==> config.mk <==
export PLATFORM = sky130hd
export DESIGN_NAME = fetch_unit_flat
export DESIGN_NICKNAME = d
export VERILOG_FILES = /design/src/rtl/fetch_unit_if.sv /design/src/rtl/fetch_unit.sv /design/src/flat_wrapper.sv
export SDC_FILE = /design/constraint.sdc
export NUM_CORES = 1
export LEC_CHECK = 0
export CAP_MARGIN = 10
export CORE_AREA = 2 2 79 81
export DETAILED_ROUTE_END_ITERATION = 8
export DIE_AREA = 0 0 81 83
export PLACE_DENSITY = 0.76
export SYNTH_ARGS = -nofsm -noshare
export SYNTH_HDL_FRONTEND = slang
export SYNTH_SLANG_ARGS = --single-unit
==> constraint.sdc <==
create_clock -name Clk -period 2.35 [get_ports Clk]
set_input_delay 0.47 -clock Clk [delete_from_list [all_inputs] [get_ports Clk]]
set_output_delay 0.47 -clock Clk [all_outputs]
set_load 0.01 [all_outputs]
==> src/rtl/fetch_unit_if.sv <==
// Fetch-stage bus: ROM address/data, decode control inputs and the registered instruction outputs.
// master = fetch unit, slave = decode/ROM/testbench side.
interface fetch_unit_if;
  logic        Start;
  logic        Halt;
  logic        Stall;
  logic        BranchEn;
  logic        BranchRel;
  logic [9:0]  Target;
  logic [7:0]  Offset;
  logic [8:0]  InstIn;
  logic [9:0]  InstAddress;
  logic [8:0]  InstReg;
  logic [9:0]  InstPC;
  logic        InstValid;
  logic        Done;
  logic [15:0] CycleCount;

  modport master (
    input  Start, Halt, Stall, BranchEn, BranchRel, Target, Offset, InstIn,
    output InstAddress, InstReg, InstPC, InstValid, Done, CycleCount
  );

  modport slave (
    output Start, Halt, Stall, BranchEn, BranchRel, Target, Offset, InstIn,
    input  InstAddress, InstReg, InstPC, InstValid, Done, CycleCount
  );
endinterface

==> src/rtl/fetch_unit.sv <==
// PC + fetch stage: one instruction per cycle, registered one edge after its address is presented;
// Stall freezes fetch state, a taken branch costs one squashed bubble, Halt parks the unit until Start.
module fetch_unit #(
  parameter logic [9:0] START_ADDR = 10'd0
) (
  input logic          Clk,
  input logic          Reset,
  fetch_unit_if.master bus
);

  typedef enum logic [1:0] {IDLE, RUN, HALTED} state_t;

  state_t      state_q, state_d;
  logic [9:0]  pc_q, pc_d;
  logic [9:0]  inst_pc_q, inst_pc_d;
  logic [8:0]  inst_q, inst_d;
  logic        vld_q, vld_d;
  logic        done_q, done_d;
  logic [15:0] cc_q, cc_d;
  logic [9:0]  br_target;

  // Relative branches are taken from the address of the branch itself, wrapping modulo 1024.
  assign br_target = bus.BranchRel ? (inst_pc_q + {{2{bus.Offset[7]}}, bus.Offset})
                                   : bus.Target;

  always_comb begin
    state_d   = state_q;
    pc_d      = pc_q;
    inst_pc_d = inst_pc_q;
    inst_d    = inst_q;
    vld_d     = vld_q;
    done_d    = done_q;
    cc_d      = cc_q;
    case (state_q)
      IDLE, HALTED: begin
        if (bus.Start) begin
          state_d = RUN;
          pc_d    = START_ADDR;
          cc_d    = 16'd0;
          done_d  = 1'b0;
        end
      end
      RUN: begin
        if (cc_q != 16'hFFFF) begin
          cc_d = cc_q + 16'd1;
        end
        if (bus.Halt && vld_q) begin
          state_d = HALTED;
          done_d  = 1'b1;
          vld_d   = 1'b0;
        end else if (!bus.Stall) begin
          if (bus.BranchEn && vld_q) begin
            // The word currently on InstIn was fetched down the wrong path: drop it.
            pc_d  = br_target;
            vld_d = 1'b0;
          end else begin
            inst_d    = bus.InstIn;
            inst_pc_d = pc_q;
            vld_d     = 1'b1;
            pc_d      = pc_q + 10'd1;
          end
        end
      end
      default: state_d = IDLE;
    endcase
  end

  always_ff @(posedge Clk) begin
    if (!Reset) begin
      state_q   <= IDLE;
      pc_q      <= 10'd0;
      inst_pc_q <= 10'd0;
      inst_q    <= 9'h000;
      vld_q     <= 1'b0;
      done_q    <= 1'b0;
      cc_q      <= 16'd0;
    end else begin
      state_q   <= state_d;
      pc_q      <= pc_d;
      inst_pc_q <= inst_pc_d;
      inst_q    <= inst_d;
      vld_q     <= vld_d;
      done_q    <= done_d;
      cc_q      <= cc_d;
    end
  end

  assign bus.InstAddress = pc_q;
  assign bus.InstReg     = inst_q;
  assign bus.InstPC      = inst_pc_q;
  assign bus.InstValid   = vld_q;
  assign bus.Done        = done_q;
  assign bus.CycleCount  = cc_q;

endmodule

==> src/flat_wrapper.sv <==
// flat-port wrapper written by rule: the top's interface ports become plain ports
module fetch_unit_flat 
#(
  parameter logic [9:0] START_ADDR = 10'd0
)
  (Clk, Reset, bus_Start, bus_Halt, bus_Stall, bus_BranchEn, bus_BranchRel, bus_Target, bus_Offset, bus_InstIn, bus_InstAddress, bus_InstReg, bus_InstPC, bus_InstValid, bus_Done, bus_CycleCount);
  fetch_unit_if bus_i ();
  input logic Clk;
  input logic Reset;
  input wire logic [$bits(bus_i.Start)-1:0] bus_Start;
  input wire logic [$bits(bus_i.Halt)-1:0] bus_Halt;
  input wire logic [$bits(bus_i.Stall)-1:0] bus_Stall;
  input wire logic [$bits(bus_i.BranchEn)-1:0] bus_BranchEn;
  input wire logic [$bits(bus_i.BranchRel)-1:0] bus_BranchRel;
  input wire logic [$bits(bus_i.Target)-1:0] bus_Target;
  input wire logic [$bits(bus_i.Offset)-1:0] bus_Offset;
  input wire logic [$bits(bus_i.InstIn)-1:0] bus_InstIn;
  output wire logic [$bits(bus_i.InstAddress)-1:0] bus_InstAddress;
  output wire logic [$bits(bus_i.InstReg)-1:0] bus_InstReg;
  output wire logic [$bits(bus_i.InstPC)-1:0] bus_InstPC;
  output wire logic [$bits(bus_i.InstValid)-1:0] bus_InstValid;
  output wire logic [$bits(bus_i.Done)-1:0] bus_Done;
  output wire logic [$bits(bus_i.CycleCount)-1:0] bus_CycleCount;
  assign bus_i.Start = bus_Start;
  assign bus_i.Halt = bus_Halt;
  assign bus_i.Stall = bus_Stall;
  assign bus_i.BranchEn = bus_BranchEn;
  assign bus_i.BranchRel = bus_BranchRel;
  assign bus_i.Target = bus_Target;
  assign bus_i.Offset = bus_Offset;
  assign bus_i.InstIn = bus_InstIn;
  assign bus_InstAddress = bus_i.InstAddress;
  assign bus_InstReg = bus_i.InstReg;
  assign bus_InstPC = bus_i.InstPC;
  assign bus_InstValid = bus_i.InstValid;
  assign bus_Done = bus_i.Done;
  assign bus_CycleCount = bus_i.CycleCount;
  fetch_unit #(.START_ADDR(START_ADDR)) u_core (.Clk(Clk), .Reset(Reset), .bus(bus_i));
endmodule
==> metrics <==
ys flop type dfxtp_1; DR pass1 iterations 5; Clk network pwr share 36.4%; Net Switching 436 uW; hold_sp u_core.bus.InstReg[2]$_SDFFE_PN0P_; CTS resizes 0; die area 6720 um2; Residual DRC 0; Synth Instances 348; largest net degree at the start of global routing 34; clock sink count 49; Congestion Overflow GR 0; Hold Path End u_core.bus.InstReg[2]$_SDFFE_PN0P_; critical setup path kind input pin to flip-flop; first-pass GRT wire length 12,200 um; Crit Path Max Fanout 2; post-synthesis sequential area ratio 35.6%; Overall Power 1760 uW; PwrDens 455 nW/um2; Flop pwr share 48.8%; Peak VDD IR 0.294 mV; Vias/cell 5.51; Final min period 2300 ps; Worst-path clk slew 90 ps; Setup violations, final 0; fill cell count 511; multi-input logic area 1700 um2; CP required 2540 ps; DR iter-0 viols 104; Bufs on Longest Clock Path 2; Mean Syn Cell Area 7.92 um2; Worst Hold Depth 2; die width 81 um; R2R Path End u_core.bus.InstAddress[8]$_SDFFE_PN0P_; FMAX 434 MHz; CP endpoint kind flip-flop; syn nets 394; Slew HR 66.4%; final WL 7510 um; Fin. Hold Viols 0; Root Buffer clkbuf_8; Layout area overhead 40.4%; CP Data Arrival Time 2500 ps; pin slew with the least headroom to its limit 502 ps; number of H-tree levels 2; core footprint 5820 um2; Max Clock Skew 7.57 ps; RSZ-0062 raised after global routing true; FP Rows 28; final net count 486; dpl ws -270 ps; Placed Area 3750 um2; vias in the first global route 2,588; Tcrit/Tclk final 98.1%; Int Pwr 1330 uW; Post-CTS Setup Bufs 0; outcome complete, no violations; slack of the worst reg-to-reg path 270 ps; worst reg2reg path depth 9; Netlist Area Pre-Place 2760 um2; # diodes 0; I/O pin cnt 81; TritonCTS clock tree done; Finished Cell Area 3870 um2; post-DR wirelength/cell 14.6 um; PortBufs 80; gpl congestion 0.869; final worst slack 45.7 ps; hold_buf cts 0; cts bufs inserted 5; Sw Share 24.7%; Final Max Slew Viols 0; Gate power share 14.9%; min-delay worst type flip-flop to flip-flop; synth warn 0; synthesized flop and latch total 49; Setup crit start kind input pin; final hold slack 470 ps; initial antenna violation count 0; HPWL Detailed 5610 um; Yosys cell types 53; Initial Utilization 47.4%; P_leak 0.00142 uW; max_cap viols 0; Clk Latency, worst-skew pair 310 ps; Sequential cell area 981 um2; die span in y 83 um; ratio of cells with drive above 1 in the final layout 8.39%; vias 2,845; EDFF count, synth 0; FFs w/ async S/R, synth 0%; All-Layer GR Usage 22.6%; r2r startpoint u_core.bus.InstPC[0]$_SDFFE_PN0P_; Final ANT Viol Nets 0
## registers in the layout (all words and copies together) (netlist names)
name	flops
u_core.bus.Done	1
u_core.bus.InstPC	10
u_core.bus.CycleCount	16
u_core.state_q	2
u_core.bus.InstAddress	10
u_core.bus.InstValid	1
u_core.bus.InstReg	9
## through the flow
stage          setup TNS, ps  std cells  utilization (%)
2_1_floorplan              0        348                -
3_3_place_gp            -769        508             64.5
3_5_place_dp            -943        508             64.5
4_1_cts                    0        516             66.5
5_1_grt                -53.7        516             66.6
6_report                   0        516             66.6
## critical path, stage by stage
cell             delay (ps)
clkdlybuf4s50_1         490
ha_2                    200
inv_1                    50
fa_1                    370
nor2b_1                 160
o31ai_1                 100
a21oi_1                 240
a21oi_1                 130
mux2i_1                 180
a31oi_1                 100
## cells by family after synthesis
logic type,count (synthesis),synth area share [%]
fa+ha+maj,12,5.72
flops,49,35.6
compound gates,87,21.5
mux,3,1.09
buf+inv,20,2.81
xor+xnor,15,4.76
simple gates,162,28.5
## layer usage
metal / share of wire, % / track usage [%] / wire length, um / vias to the layer above
met5: 0 / 0 / 0 / -
met3: 6.5 / 4.02 / 487 / 10
met2: 46 / 34.8 / 3430 / 102
li1: - / - / - / 1409
met4: 1.5 / 6.93 / 110 / 0
met1: 46 / 31.8 / 3490 / 1324
## Yosys cell counts, types with 3 or more instances
master	instances	area, um2
a21boi_0	20	150
a21o_1	3	22.5
a21oi_1	23	115
a31oi_1	5	31.3
and2_1	4	25.0
and3_1	7	43.8
clkbuf_1	10	37.5
dfxtp_1	49	981
ha_1	11	138
inv_1	7	26.3
mux2i_1	3	30.0
nand2_1	59	221
nand3_1	18	90.1
nand4_1	5	31.3
nor2_1	33	124
nor2b_1	9	56.3
nor3_1	7	35.0
o21a_1	3	22.5
o21ai_0	14	70.1
or3_1	4	25.0
xnor2_1	5	43.8
xor2_1	10	87.6
## worst max path at each step
stage | from | end
after floorplan | bus_Offset[0] | u_core.bus.InstAddress[4]$_SDFFE_PN0P_
after global placement | bus_Offset[0] | u_core.bus.InstAddress[6]$_SDFFE_PN0P_
after detailed placement | bus_Offset[0] | u_core.bus.InstAddress[4]$_SDFFE_PN0P_
after CTS | bus_Offset[0] | u_core.bus.InstAddress[4]$_SDFFE_PN0P_
after global routing | bus_Offset[0] | u_core.bus.InstAddress[8]$_SDFFE_PN0P_
final | bus_Offset[0] | u_core.bus.InstAddress[8]$_SDFFE_PN0P_
## placed cells by master (no fill, tap or decap), types with 4 or more instances in the layout
| cell | count |
|---|---|
| nand4_1 | 5 |
| dfxtp_1 | 49 |
| a31oi_1 | 5 |
| nor3_1 | 7 |
| ha_1 | 10 |
| clkbuf_8 | 6 |
| nor2_1 | 33 |
| and2_1 | 4 |
| o21ai_0 | 14 |
| nor2b_1 | 9 |
| inv_1 | 7 |
| xor2_1 | 10 |
| buf_4 | 17 |
| clkdlybuf4s50_1 | 80 |
| a21boi_0 | 20 |
| nand3_1 | 18 |
| nand2_1 | 59 |
| and3_1 | 7 |
| or3_1 | 4 |
| xnor2_1 | 5 |
| a21oi_1 | 23 |
## power groups by stage
stage,clock network [uW],logic (uW),registers (uW)
after CTS,651,260,859
after global routing,684,284,862
after global placement,0,255,878
final,641,262,859
after detailed placement,0,258,878
after floorplan,0,116,881
## area by class of cell
type                    count  share of cell area, %
multi-input cells         279                   44.0
flip-flops and latches     49                   25.3
repair buffers             98                   24.5
well taps                  75                   2.42
clock buffers               6                   2.13
clock inverters             2                  0.969
inverters                   7                  0.679
Note: power is estimated with default switching activity, not from simulation.
